===== config.mk =====
export PLATFORM = sky130hd
export DESIGN_NAME = lsu_unit_flat
export DESIGN_NICKNAME = d
export VERILOG_FILES = /design/src/rtl/lsu_unit_if.sv /design/src/rtl/lsu_unit.sv /design/src/flat_wrapper.sv
export SDC_FILE = /design/constraint.sdc
export NUM_CORES = 1
export LEC_CHECK = 0
export BUFFER_PORTS_ARGS = -buffer_cell sky130_fd_sc_hd__buf_2
export CAP_MARGIN = 20
export CORE_UTILIZATION = 55
export CTS_CLUSTER_SIZE = 8
export DETAILED_ROUTE_END_ITERATION = 8
export MAX_ROUTING_LAYER = met4
export PLACE_DENSITY = 0.84
export SYNTH_ARGS = -nofsm -noshare
export SYNTH_HDL_FRONTEND = slang
export SYNTH_SLANG_ARGS = --single-unit

===== constraint.sdc =====
create_clock -name clk -period 5.55 [get_ports clk]
set_input_delay 0.2775 -clock clk [delete_from_list [all_inputs] [get_ports clk]]
set_output_delay 0.2775 -clock clk [all_outputs]
set_load 0.05 [all_outputs]

===== src/rtl/lsu_unit_if.sv =====
`default_nettype none
// =====================================================================
// lsu_unit_if : request/response and data-memory bundle of the LSU
// Revision    : 1.0
// =====================================================================
interface lsu_unit_if #(
  parameter int XLEN   = 32,
  parameter int ADDR_W = 7
);
  localparam int NB = XLEN / 8;

  logic              req_valid;
  logic              req_ready;
  logic              req_we;
  logic [2:0]        req_fun3;
  logic [XLEN-1:0]   req_addr;
  logic [XLEN-1:0]   req_wdata;
  logic [4:0]        req_rd;

  logic              resp_valid;
  logic [XLEN-1:0]   resp_rdata;
  logic [4:0]        resp_rd;
  logic              resp_err;

  logic [ADDR_W-1:0] mem_addr;
  logic              mem_re;
  logic              mem_we;
  logic [NB-1:0]     mem_wmask;
  logic [XLEN-1:0]   mem_wdata;
  logic [XLEN-1:0]   mem_rdata;

  modport slave (
    input  req_valid, req_we, req_fun3, req_addr, req_wdata, req_rd, mem_rdata,
    output req_ready, resp_valid, resp_rdata, resp_rd, resp_err,
    output mem_addr, mem_re, mem_we, mem_wmask, mem_wdata
  );

  modport master (
    output req_valid, req_we, req_fun3, req_addr, req_wdata, req_rd, mem_rdata,
    input  req_ready, resp_valid, resp_rdata, resp_rd, resp_err,
    input  mem_addr, mem_re, mem_we, mem_wmask, mem_wdata
  );
endinterface
`default_nettype wire


===== src/rtl/lsu_unit.sv =====
`default_nettype none
// =====================================================================
// lsu_unit : load/store unit with lane steering, extension and
//            two-beat handling of word-boundary-crossing accesses
// Revision : 1.0
// =====================================================================
module lsu_unit #(
  parameter int XLEN             = 32,
  parameter int ADDR_W           = 7,
  parameter int MEM_LAT          = 1,
  parameter bit ALLOW_MISALIGNED = 1'b1
) (
  input  logic       clk,
  input  logic       rst,
  lsu_unit_if.slave  bus,
  output logic       busy
);
  localparam int NB    = XLEN / 8;
  localparam int OFF_W = $clog2(NB);

  typedef enum logic [2:0] {
    IDLE  = 3'd0,
    BEAT0 = 3'd1,
    BEAT1 = 3'd2,
    WAIT  = 3'd3,
    RESP  = 3'd4
  } state_t;

  state_t              r_state, w_state_nxt;

  logic                w_accept;
  logic [3:0]          w_dec_size;
  logic [OFF_W-1:0]    w_dec_off;
  logic                w_dec_legal, w_dec_cross, w_dec_err;

  logic                r_we, r_uns, r_err, r_cross, r_got;
  logic [3:0]          r_size;
  logic [OFF_W-1:0]    r_off;
  logic [ADDR_W-1:0]   r_word;
  logic [XLEN-1:0]     r_wdata, r_lo, r_hi;
  logic [4:0]          r_rd;
  logic [MEM_LAT-1:0]  r_pipe;

  logic                w_issue, w_ret, w_sign;
  logic [2*XLEN-1:0]   w_pair, w_lane_data;
  logic [2*NB-1:0]     w_ones, w_lane_mask;
  logic [XLEN-1:0]     w_load;

  logic                w_re, w_we, w_rv, w_rerr;
  logic [ADDR_W-1:0]   w_addr;
  logic [NB-1:0]       w_mask;
  logic [XLEN-1:0]     w_wdata, w_rdata;
  logic                unused_bits;

  assign bus.req_ready = (r_state == IDLE) && !rst;
  assign w_accept      = bus.req_valid && bus.req_ready;
  assign busy          = (r_state != IDLE);

  // Size/legality decode straight off the request bus, registered on accept
  always_comb begin
    w_dec_size = 4'd1 << bus.req_fun3[1:0];
    w_dec_off  = bus.req_addr[OFF_W-1:0];
    case (bus.req_fun3)
      3'b000, 3'b001, 3'b010: w_dec_legal = 1'b1;
      3'b100, 3'b101:         w_dec_legal = !bus.req_we;
      3'b011:                 w_dec_legal = (XLEN == 64);
      3'b110:                 w_dec_legal = (XLEN == 64) && !bus.req_we;
      default:                w_dec_legal = 1'b0;
    endcase
    w_dec_cross = (5'(w_dec_off) + 5'(w_dec_size)) > 5'(NB);
    w_dec_err   = !w_dec_legal || (w_dec_cross && !ALLOW_MISALIGNED);
  end

  assign w_ret = r_pipe[MEM_LAT-1];

  always_ff @(posedge clk or posedge rst) begin
    if (rst) begin
      r_state <= IDLE;
      r_we    <= 1'b0;
      r_uns   <= 1'b0;
      r_err   <= 1'b0;
      r_cross <= 1'b0;
      r_got   <= 1'b0;
      r_size  <= '0;
      r_off   <= '0;
      r_word  <= '0;
      r_wdata <= '0;
      r_rd    <= '0;
      r_pipe  <= '0;
      r_lo    <= '0;
      r_hi    <= '0;
    end else begin
      r_state <= w_state_nxt;
      if (w_accept) begin
        r_we    <= bus.req_we;
        r_uns   <= bus.req_fun3[2];
        r_err   <= w_dec_err;
        r_cross <= w_dec_cross;
        r_got   <= 1'b0;
        r_size  <= w_dec_size;
        r_off   <= w_dec_off;
        r_word  <= bus.req_addr[OFF_W +: ADDR_W];
        r_wdata <= bus.req_wdata;
        r_rd    <= bus.req_rd;
      end
      r_pipe[0] <= w_issue;
      for (int i = 1; i < MEM_LAT; i++) begin
        r_pipe[i] <= r_pipe[i-1];
      end
      // First returning beat is always the lower word
      if (w_ret) begin
        if (r_got) begin
          r_hi <= bus.mem_rdata;
        end else begin
          r_lo  <= bus.mem_rdata;
          r_got <= 1'b1;
        end
      end
    end
  end

  always_comb begin
    w_pair = {r_hi, r_lo} >> {r_off, 3'b000};
    case (r_size)
      4'd1:    w_sign = w_pair[7];
      4'd2:    w_sign = w_pair[15];
      4'd4:    w_sign = w_pair[31];
      default: w_sign = w_pair[XLEN-1];
    endcase
    w_sign = w_sign & ~r_uns;
    w_load = '0;
    for (int b = 0; b < NB; b++) begin
      w_load[8*b +: 8] = (b < int'(r_size)) ? w_pair[8*b +: 8] : {8{w_sign}};
    end
  end

  always_comb begin
    w_lane_data = {{XLEN{1'b0}}, r_wdata} << {r_off, 3'b000};
    w_ones      = '0;
    for (int b = 0; b < 2*NB; b++) begin
      w_ones[b] = (b < int'(r_size));
    end
    w_lane_mask = w_ones << r_off;
  end

  always_comb begin
    w_state_nxt = r_state;
    w_re        = 1'b0;
    w_we        = 1'b0;
    w_addr      = '0;
    w_mask      = '0;
    w_wdata     = '0;
    w_rv        = 1'b0;
    w_rerr      = 1'b0;
    w_rdata     = '0;
    case (r_state)
      IDLE: begin
        if (w_accept) w_state_nxt = w_dec_err ? RESP : BEAT0;
      end
      BEAT0: begin
        w_addr = r_word;
        if (r_we) begin
          w_we        = 1'b1;
          w_mask      = w_lane_mask[NB-1:0];
          w_wdata     = w_lane_data[XLEN-1:0];
          w_rv        = !r_cross;
          w_state_nxt = r_cross ? BEAT1 : IDLE;
        end else begin
          w_re        = 1'b1;
          w_state_nxt = r_cross ? BEAT1 : WAIT;
        end
      end
      BEAT1: begin
        w_addr = r_word + ADDR_W'(1);
        if (r_we) begin
          w_we        = 1'b1;
          w_mask      = w_lane_mask[2*NB-1:NB];
          w_wdata     = w_lane_data[2*XLEN-1:XLEN];
          w_rv        = 1'b1;
          w_state_nxt = IDLE;
        end else begin
          w_re        = 1'b1;
          w_state_nxt = WAIT;
        end
      end
      WAIT: begin
        if (w_ret && (r_got || !r_cross)) w_state_nxt = RESP;
      end
      RESP: begin
        w_rv        = 1'b1;
        w_rerr      = r_err;
        w_rdata     = r_err ? '0 : w_load;
        w_state_nxt = IDLE;
      end
      default: w_state_nxt = IDLE;
    endcase
  end

  assign w_issue        = w_re;
  assign bus.mem_re     = w_re;
  assign bus.mem_we     = w_we;
  assign bus.mem_addr   = w_addr;
  assign bus.mem_wmask  = w_mask;
  assign bus.mem_wdata  = w_wdata;
  assign bus.resp_valid = w_rv;
  assign bus.resp_err   = w_rerr;
  assign bus.resp_rdata = w_rdata;
  assign bus.resp_rd    = w_rv ? r_rd : 5'd0;

  assign unused_bits = ^{bus.req_addr, w_pair[2*XLEN-1:XLEN]};
endmodule
`default_nettype wire


===== src/flat_wrapper.sv =====
// flat-port wrapper written by rule: the top's interface ports become plain ports
module lsu_unit_flat 
#(
  parameter int XLEN             = 32,
  parameter int ADDR_W           = 7,
  parameter int MEM_LAT          = 1,
  parameter bit ALLOW_MISALIGNED = 1'b1
)
  (clk, rst, busy, bus_req_valid, bus_req_we, bus_req_fun3, bus_req_addr, bus_req_wdata, bus_req_rd, bus_mem_rdata, bus_req_ready, bus_resp_valid, bus_resp_rdata, bus_resp_rd, bus_resp_err, bus_mem_addr, bus_mem_re, bus_mem_we, bus_mem_wmask, bus_mem_wdata);
  lsu_unit_if #(.XLEN(XLEN), .ADDR_W(ADDR_W)) bus_i ();
  input  logic clk;
  input  logic rst;
  output logic busy;
  input wire logic [$bits(bus_i.req_valid)-1:0] bus_req_valid;
  input wire logic [$bits(bus_i.req_we)-1:0] bus_req_we;
  input wire logic [$bits(bus_i.req_fun3)-1:0] bus_req_fun3;
  input wire logic [$bits(bus_i.req_addr)-1:0] bus_req_addr;
  input wire logic [$bits(bus_i.req_wdata)-1:0] bus_req_wdata;
  input wire logic [$bits(bus_i.req_rd)-1:0] bus_req_rd;
  input wire logic [$bits(bus_i.mem_rdata)-1:0] bus_mem_rdata;
  output wire logic [$bits(bus_i.req_ready)-1:0] bus_req_ready;
  output wire logic [$bits(bus_i.resp_valid)-1:0] bus_resp_valid;
  output wire logic [$bits(bus_i.resp_rdata)-1:0] bus_resp_rdata;
  output wire logic [$bits(bus_i.resp_rd)-1:0] bus_resp_rd;
  output wire logic [$bits(bus_i.resp_err)-1:0] bus_resp_err;
  output wire logic [$bits(bus_i.mem_addr)-1:0] bus_mem_addr;
  output wire logic [$bits(bus_i.mem_re)-1:0] bus_mem_re;
  output wire logic [$bits(bus_i.mem_we)-1:0] bus_mem_we;
  output wire logic [$bits(bus_i.mem_wmask)-1:0] bus_mem_wmask;
  output wire logic [$bits(bus_i.mem_wdata)-1:0] bus_mem_wdata;
  assign bus_i.req_valid = bus_req_valid;
  assign bus_i.req_we = bus_req_we;
  assign bus_i.req_fun3 = bus_req_fun3;
  assign bus_i.req_addr = bus_req_addr;
  assign bus_i.req_wdata = bus_req_wdata;
  assign bus_i.req_rd = bus_req_rd;
  assign bus_i.mem_rdata = bus_mem_rdata;
  assign bus_req_ready = bus_i.req_ready;
  assign bus_resp_valid = bus_i.resp_valid;
  assign bus_resp_rdata = bus_i.resp_rdata;
  assign bus_resp_rd = bus_i.resp_rd;
  assign bus_resp_err = bus_i.resp_err;
  assign bus_mem_addr = bus_i.mem_addr;
  assign bus_mem_re = bus_i.mem_re;
  assign bus_mem_we = bus_i.mem_we;
  assign bus_mem_wmask = bus_i.mem_wmask;
  assign bus_mem_wdata = bus_i.mem_wdata;
  lsu_unit #(.XLEN(XLEN), .ADDR_W(ADDR_W), .MEM_LAT(MEM_LAT), .ALLOW_MISALIGNED(ALLOW_MISALIGNED)) u_core (.clk(clk), .rst(rst), .bus(bus_i), .busy(busy));
endmodule

==> out/metrics.cfg, run 1 <==
[cts]
clkSinkCount=115
cts_setup_buffers=0
clk_latency_ns=0.42
cts_tree=yes
cts.clk_slew.worst_paths_ns=0.05
cts_resized=0
cts_buffers=17
cts_buffer_depth=2
hold_buffers=1
htreeDepth=4
root_buffer=clkbuf_16

[layout]
fillCellCount=922
seqCellArea_sq_um=2882
layout.nets=896
n_antenna_cell=0
syn_to_final_growth_pct=21.41
multi_input_area_sq_um=3664
drive_gt1_share_pct=42.28
fin_cells=944

[synth]
ys_warn_count=0
synth_area_leader_cell=dfrtp_1
synth_cells=638
ys.flop_type=dfrtp_1
synth-seq-cells=115
synth_area_sq_um=6795
synthesis.nets=749
synth_top_area_share_pct=42.35
netlist_top_cells_count=mux2_2, dfrtp_1, mux2i_1
synth_most_common_cell=mux2_2
avgSynthCellArea_sq_um=10.65
synth_edf_count=0
synth.distinct_cells=55
synth_area_leaders=dfrtp_1, mux2_2, mux2i_1
seq_area_frac_synth_pct=42.35
async_reset_ff_share_pct=100.0

[placed_design]
routabilityCongestion=0.9354
dp_cells=911
hpwlAfterDp_mm=12.28
pre_cts_slack_ns=2.306
io_buffers=170

[timing]
fin_setup_tns_ns=0
max_freq_mhz=269.2
setup_viol=0
rsz0062_at_grt=false
finalClockSkew_ns=0.008915
tightest_slew_ns=1.056
layout_setup_ws_ns=1.835
max-slew-margin-rel_pct=29.54
whs_ns=0.08893
fin_crit_sh_pct=66.94
min_period_ns=3.715
hold_violations=0
slew_violations=0

[power_and_ir_drop]
pwr-share-comb_pct=48.5
p_leak_nw=3.923
clkPwrFrac_pct=19.2
switching_share_pct=43.78
powerDensity_nw_per_um2=652.9
p_int_mw=3.028
vdd_ir_drop_max_mv=0.4638
p_switching_mw=2.358
p_seq_share_pct=32.3
power_mw=5.387

[floorplanning]
start_util_pct=56.57
die_w_um=113.2
row_count=40
ios=194
fp.dieH_um=113.2
core_sq_um=12010
die-area_sq_um=12800

[critical_path]
worstPathArrival_ns=3.44
cp.required_ns=5.27
cp-start-kind=register
crit_type=reg2out
cp-end-kind=output port
cp_max_fo=26

[drt]
drtIter0Drc=527
wl_mm=17.94
vias=5804
wl_per_cell_um=19.01
ant_nets=0
drc_errors=0
dr.pass1.iters=6
vias_per_cell=6.148

[status]
status=finished, final reports clean

[global_route]
antenna_found_initial=0
grt_overflow=0
grt_use_total_pct=29.90
grt_pass1_vias=5866
grt_max_degree=67
grt_pass1_wl_mm=28.86

[hold_path]
min-delay-path-class=in2reg

[run]
drv_cap=0

logic make-up after synthesis:
| group | Yosys count | share of synthesized area (%) |
|---|---|---|
| xor gates and xnor gates | 4 | 0.5157 |
| buffers and inverters | 57 | 3.811 |
| and+or+nand+nor | 125 | 9.354 |
| DFF | 115 | 42.35 |
| adders and majority gates | 3 | 0.6628 |
| AOI/OAI and AO/OA | 157 | 14.49 |
| muxes | 177 | 28.82 |
layer usage:
metal / track usage (%) / share of wire [%] / vias to the layer above / wire [um]
met5: - / 0 / - / 0
met4: 12.72 / 2.1 / 0 / 370
met3: 6.802 / 8.1 / 36 / 1457
met2: 48.30 / 50 / 300 / 8889
met1: 36.13 / 40 / 2823 / 7224
li1: - / - / 2645 / -
worst max-delay path, stage by stage, from the launching register on:
cell and delay (ns):
dfrtp_1 0.60, nor2b_1 0.65, nand3_1 0.85, o22ai_1 0.46, a221o_1 0.18, buf_2 0.27
worst paths after layout:
| kind | start | end | slack, ns | cells past startpoint |
|---|---|---|---|---|
| setup / recovery | u_core.r_state[0] | bus_mem_wmask[0] | 1.83 | 5 |
| hold / removal | bus_req_addr[7] | u_core.r_word[5] | 0.09 | 2 |
| setup reg to reg | u_core.r_state[2] | u_core.r_wdata[30] | 3.41 | 4 |
| hold reg to reg | u_core.r_rd[0] | u_core.r_rd[0] | 0.50 | 1 |
| max in group asynchronous | rst | u_core.r_off[0] | 3.71 | 4 |
| min in group asynchronous | rst | u_core.r_lo[13] | 0.53 | 3 |
layout by cell type, fill, tap and decap left out, drive strengths merged, types with 2 or more instances in the layout:
cell | Yosys | routed
nor2 | 51 | 51
a21o | 3 | 3
nand2 | 25 | 25
o21ai | 39 | 39
ha | 2 | 2
o2bb2ai | 2 | 2
a21oi | 41 | 41
a221o | 7 | 7
xor2 | 3 | 3
and3 | 2 | 2
mux2i | 55 | 55
clkbuf | 23 | 26
nor3 | 7 | 7
nand3 | 8 | 8
a22oi | 12 | 12
a32o | 2 | 2
nand2b | 9 | 9
mux4 | 3 | 3
a31oi | 2 | 2
or3 | 3 | 3
o21a | 3 | 3
dfrtp | 115 | 115
o2111ai | 2 | 2
inv | 7 | 7
and2 | 5 | 5
nor2b | 5 | 5
nor4b | 2 | 2
clkinv | 0 | 4
o22ai | 35 | 35
buf | 27 | 177
mux2 | 119 | 119
a21boi | 2 | 2
metrics by stage:
| stage | area (sq um) | utilization (%) |
|---|---|---|
| floorplan | 6795 | - |
| global placement | 7654 | 63.72 |
| detailed placement | 7654 | 63.72 |
| CTS | 8223 | 68.46 |
| global route | 8250 | 68.69 |
| finish | 8250 | 68.69 |
power groups by stage:
| stage | clock, mW | combinational [mW] | sequential (mW) |
|---|---|---|---|
| floorplan | 0 | 2.23 | 1.51 |
| global placement | 0 | 2.48 | 1.69 |
| detailed placement | 0 | 2.57 | 1.73 |
| CTS | 1.05 | 2.59 | 1.73 |
| global route | 1.07 | 2.81 | 1.80 |
| finish | 1.03 | 2.62 | 1.74 |
sequential cells by signal, summed over array words and instances (netlist names), 2 cells and up:
register and cells:
u_core.r_hi 24, u_core.r_size 4, u_core.r_word 7, u_core.r_state 3, u_core.r_wdata 32, u_core.r_lo 32
u_core.r_rd 5, u_core.r_off 2
final cells by class:
class | count | share of cell area [%]
Sequential cell | 115 | 34.93
Timing Repair Buffer | 178 | 11.31
Clock inverter | 5 | 0.6066
Multi-Input combinational cell | 466 | 44.40
Tap cell | 147 | 2.229
Clock buffer | 26 | 6.172
Inverter | 7 | 0.3488
(Power assumes the default switching activity.)
==> run 2, diff against run 1 <==
--- a/config.mk
+++ b/config.mk
@@ -5,13 +5,14 @@
 export SDC_FILE = /design/constraint.sdc
 export NUM_CORES = 1
 export LEC_CHECK = 0
+export ABC_AREA = 1
 export BUFFER_PORTS_ARGS = -buffer_cell sky130_fd_sc_hd__buf_2
 export CAP_MARGIN = 20
-export CORE_UTILIZATION = 55
+export CORE_UTILIZATION = 53
 export CTS_CLUSTER_SIZE = 8
 export DETAILED_ROUTE_END_ITERATION = 8
 export MAX_ROUTING_LAYER = met4
-export PLACE_DENSITY = 0.84
+export PLACE_DENSITY = 0.81
 export SYNTH_ARGS = -nofsm -noshare
 export SYNTH_HDL_FRONTEND = slang
 export SYNTH_SLANG_ARGS = --single-unit
==> constraint.sdc (replaced) <==
create_clock -name clk -period 3.9 [get_ports clk]
set_input_delay 0.195 -clock clk [delete_from_list [all_inputs] [get_ports clk]]
set_output_delay 0.195 -clock clk [all_outputs]
set_load 0.05 [all_outputs]
==> out/metrics.cfg, run 2 <==
[layout]
layout.nets=1260  ; +41%
n_antenna_cell=0  ; unchanged
fillCellCount=1068  ; +16%
final_common_cell=nand2_1
biggestRegsByFlops=u_core.r_lo x32, u_core.r_wdata x32, u_core.r_hi x24
drive_gt1_share_pct=22.12  ; -20 points
final_cell_mix=nand2_1, o21ai_0, buf_2, dfrtp_1, inv_1
design_area_sq_um=8787  ; +6.5%
syn_to_final_growth_pct=26.31
fin_cells=1334  ; +41%

[timing]
min_period_ns=3.448
layout_setup_ws_ns=0.4520  ; -1.383 ns
slew_violations=0  ; unchanged
fin_crit_sh_pct=88.41
fin_setup_tns_ns=0  ; unchanged
tightest_slew_ns=0.9325  ; -0.1233 ns
max_freq_mhz=290.0
max-slew-margin-rel_pct=37.69  ; +8.1 points
rsz0062_at_grt=false
setup_viol=0  ; unchanged
finalClockSkew_ns=0.006055  ; -0.002861 ns
hold_violations=0  ; unchanged

[run]
drv_cap=0  ; unchanged

[global_route]
grt_overflow=0  ; unchanged
antenna_found_initial=0  ; unchanged
grt_max_degree=77  ; +15%
grt_use_total_pct=32.43  ; +2.5 points
grt_pass1_wl_mm=32.83  ; +14%
grt_most_used_layer=met1
grt_pass1_vias=6500  ; +11%
grt.met1_usage_pct=47.87  ; +12 points
grt_use_met3_pct=5.189  ; -1.6 points
use_met2_pct=44.46  ; -3.8 points

[power_and_ir_drop]
switching_share_pct=49.28  ; +5.5 points
p_int_mw=3.986  ; +32%
p_switching_mw=3.873  ; +64%
pwr-share-comb_pct=49.6  ; +1.1 points
p_leak_nw=4.458  ; +14%
vdd_ir_drop_max_mv=0.5452  ; +18%
power_mw=7.859  ; +46%
powerDensity_nw_per_um2=894.3  ; +37%
p_seq_share_pct=28.6  ; -3.7 points
clkPwrFrac_pct=21.8  ; +2.6 points

[drt]
drc_errors=0  ; unchanged
vias=7392  ; +27%
ant_nets=0  ; unchanged
dr.pass1.iters=6  ; unchanged
wl_per_cell_um=15.63  ; -18%
vias_per_cell=5.541  ; -9.9%
wl_mm=20.85  ; +16%
drtIter0Drc=871  ; +65%

[synth]
avgSynthCellArea_sq_um=7.077  ; -34%
synth_edf_count=0  ; unchanged
synthesis.nets=1094  ; +46%
synth.distinct_cells=33  ; -40%
synth_cells=983  ; +54%
ys_warn_count=0  ; unchanged
synth_most_common_cell=nand2_1
synth_area_sq_um=6957  ; +2.4%
seq_area_frac_synth_pct=41.37  ; -0.98 points
synth_area_leaders=dfrtp_1, nand2_1, o21ai_0
ys.flop_type=dfrtp_1
synth_top_area_share_pct=41.37  ; -0.98 points
synth-seq-cells=115  ; unchanged
synth_area_leader_cell=dfrtp_1
async_reset_ff_share_pct=100.0  ; unchanged
netlist_top_cells_count=nand2_1, o21ai_0, dfrtp_1

[cts]
htreeDepth=4  ; unchanged
cts_resized=0  ; unchanged
cts_buffer_depth=2  ; unchanged
hold_buffers=29  ; +28
cts.clk_slew.worst_paths_ns=0.06  ; about the same
root_buffer=clkbuf_16
clk_latency_ns=0.41  ; about the same
cts_setup_buffers=0  ; unchanged
cts_buffers=17  ; unchanged
clkSinkCount=115  ; unchanged
cts_tree=yes

[placed_design]
io_buffers=170  ; unchanged
routabilityCongestion=0.9524  ; +1.8%
post_dp_cell_area_sq_um=7815  ; +2.1%
hpwlAfterDp_mm=13.81  ; +13%
dp_cells=1272  ; +40%
pre_cts_slack_ns=0.9933  ; -1.313 ns

[status]
status=finished, final reports clean

[critical_path]
r2r_end=u_core.r_wdata[8]
reg2reg_from=u_core.r_state[2]
cp.required_ns=3.70  ; -1.57 ns
crit_top_cell=nand2_1
crit_type=reg2out
rr_worst_depth=8  ; +4
worstSetupStartpoint=u_core.r_state[1]
crit_chain=inv_1 > nand3_1 > nor2_1 > nand2_1 > clkinv_1 > nand2_1 > o221ai_1 > buf_2
worstPathArrival_ns=3.25  ; -0.19 ns
cp_max_fo=27  ; +3.8%
r2r_setup_slack_ns=1.47  ; -1.94 ns
crit_slowest_cell=nand2_1
cp-end-kind=output port
cpPeakStageDelay_ns=0.71  ; -0.14 ns
cp-start-kind=register

[floorplanning]
die-area_sq_um=13590  ; +6.1%
die_w_um=116.6  ; +3.0%
fp.dieH_um=116.6  ; +3.0%
ios=194  ; unchanged
row_count=41  ; +2.5%
start_util_pct=54.68  ; -1.9 points
core_sq_um=12720  ; +5.9%

[hold_path]
min_path_cells=3  ; +1
hold_end=u_core.r_wdata[6]
min-delay-path-class=in2reg
hp-start=bus_req_wdata[6]

## run 2: cell types whose count changed after synthesis, sizes merged, moves of 10 or more
cell / before / now
mux2i: 55 / 0
inv: 7 / 101
nand2: 25 / 296
o211ai: 0 / 14
o221ai: 0 / 12
a21oi: 41 / 65
a22oi: 12 / 1
o22ai: 35 / 21
mux2: 119 / 8
nand3: 8 / 18
o21ai: 39 / 191
## run 2: logic make-up after synthesis
kind of cell | synth area share, %
mux | 1.295
flops | 41.37
fa+ha+maj | 0.6474
buf+inv | 10.13
simple gates | 21.31
compound gates | 25.25
## run 2: metal layers
metal | routed length [um] | vias to the layer above
li1 | - | 3565
met1 | 9424 | 3329
met2 | 8980 | 455
met3 | 2007 | 43
met4 | 439 | 0
met5 | 0 | -
## run 2: area by class of cell
cell class	count	area (sq um)	area share (%)
Inverter	104	397.9	4.528
Clock buffer	22	484.2	5.510
Multi-Input combinational cell	700	3377	38.43
Tap cell	172	215.2	2.449
Sequential cell	115	2879	32.76
Timing Repair Buffer	211	1264	14.38
Clock inverter	10	170.2	1.936
## run 2: worst max-delay path by stage
stage                       endpoint  slack [ns]
floorplan             u_core.r_cross        0.66
global placement    bus_mem_wmask[0]        1.02
detailed placement  bus_mem_wdata[7]        0.99
CTS                 bus_mem_wdata[7]        0.54
global route        bus_mem_wmask[0]        0.22
finish              bus_mem_wdata[7]        0.45
## run 2: worst max-delay path, delay by kind of cell, from the launching register on
kind / cells / cell delay (ns)
buffers and inverters: 3 / 0.93
AO/OA/AOI/OAI: 1 / 0.15
flip-flops: 1 / 0.36
AND/OR/NAND/NOR: 4 / 1.40
## run 2: power by group through the flow
stage | logic, mW | registers [mW] | clock network, mW
after CTS | 3.83 | 2.21 | 1.71
after floorplan | 3.13 | 2.05 | 0
final | 3.90 | 2.25 | 1.71
after global placement | 3.69 | 2.20 | 0
after detailed placement | 3.77 | 2.21 | 0
after global routing | 4.34 | 2.30 | 1.76
## run 2: per-stage QoR
| step | hold slack [ns] | util, % |
|---|---|---|
| 5_1_grt | 0.01378 | 69.07 |
| 6_report | 0.007482 | 69.07 |
| 4_1_cts | 0.0004945 | 68.85 |
| 3_3_place_gp | 0.3898 | 61.43 |
| 3_5_place_dp | 0.3991 | 61.43 |
| 2_1_floorplan | 0.2929 | - |
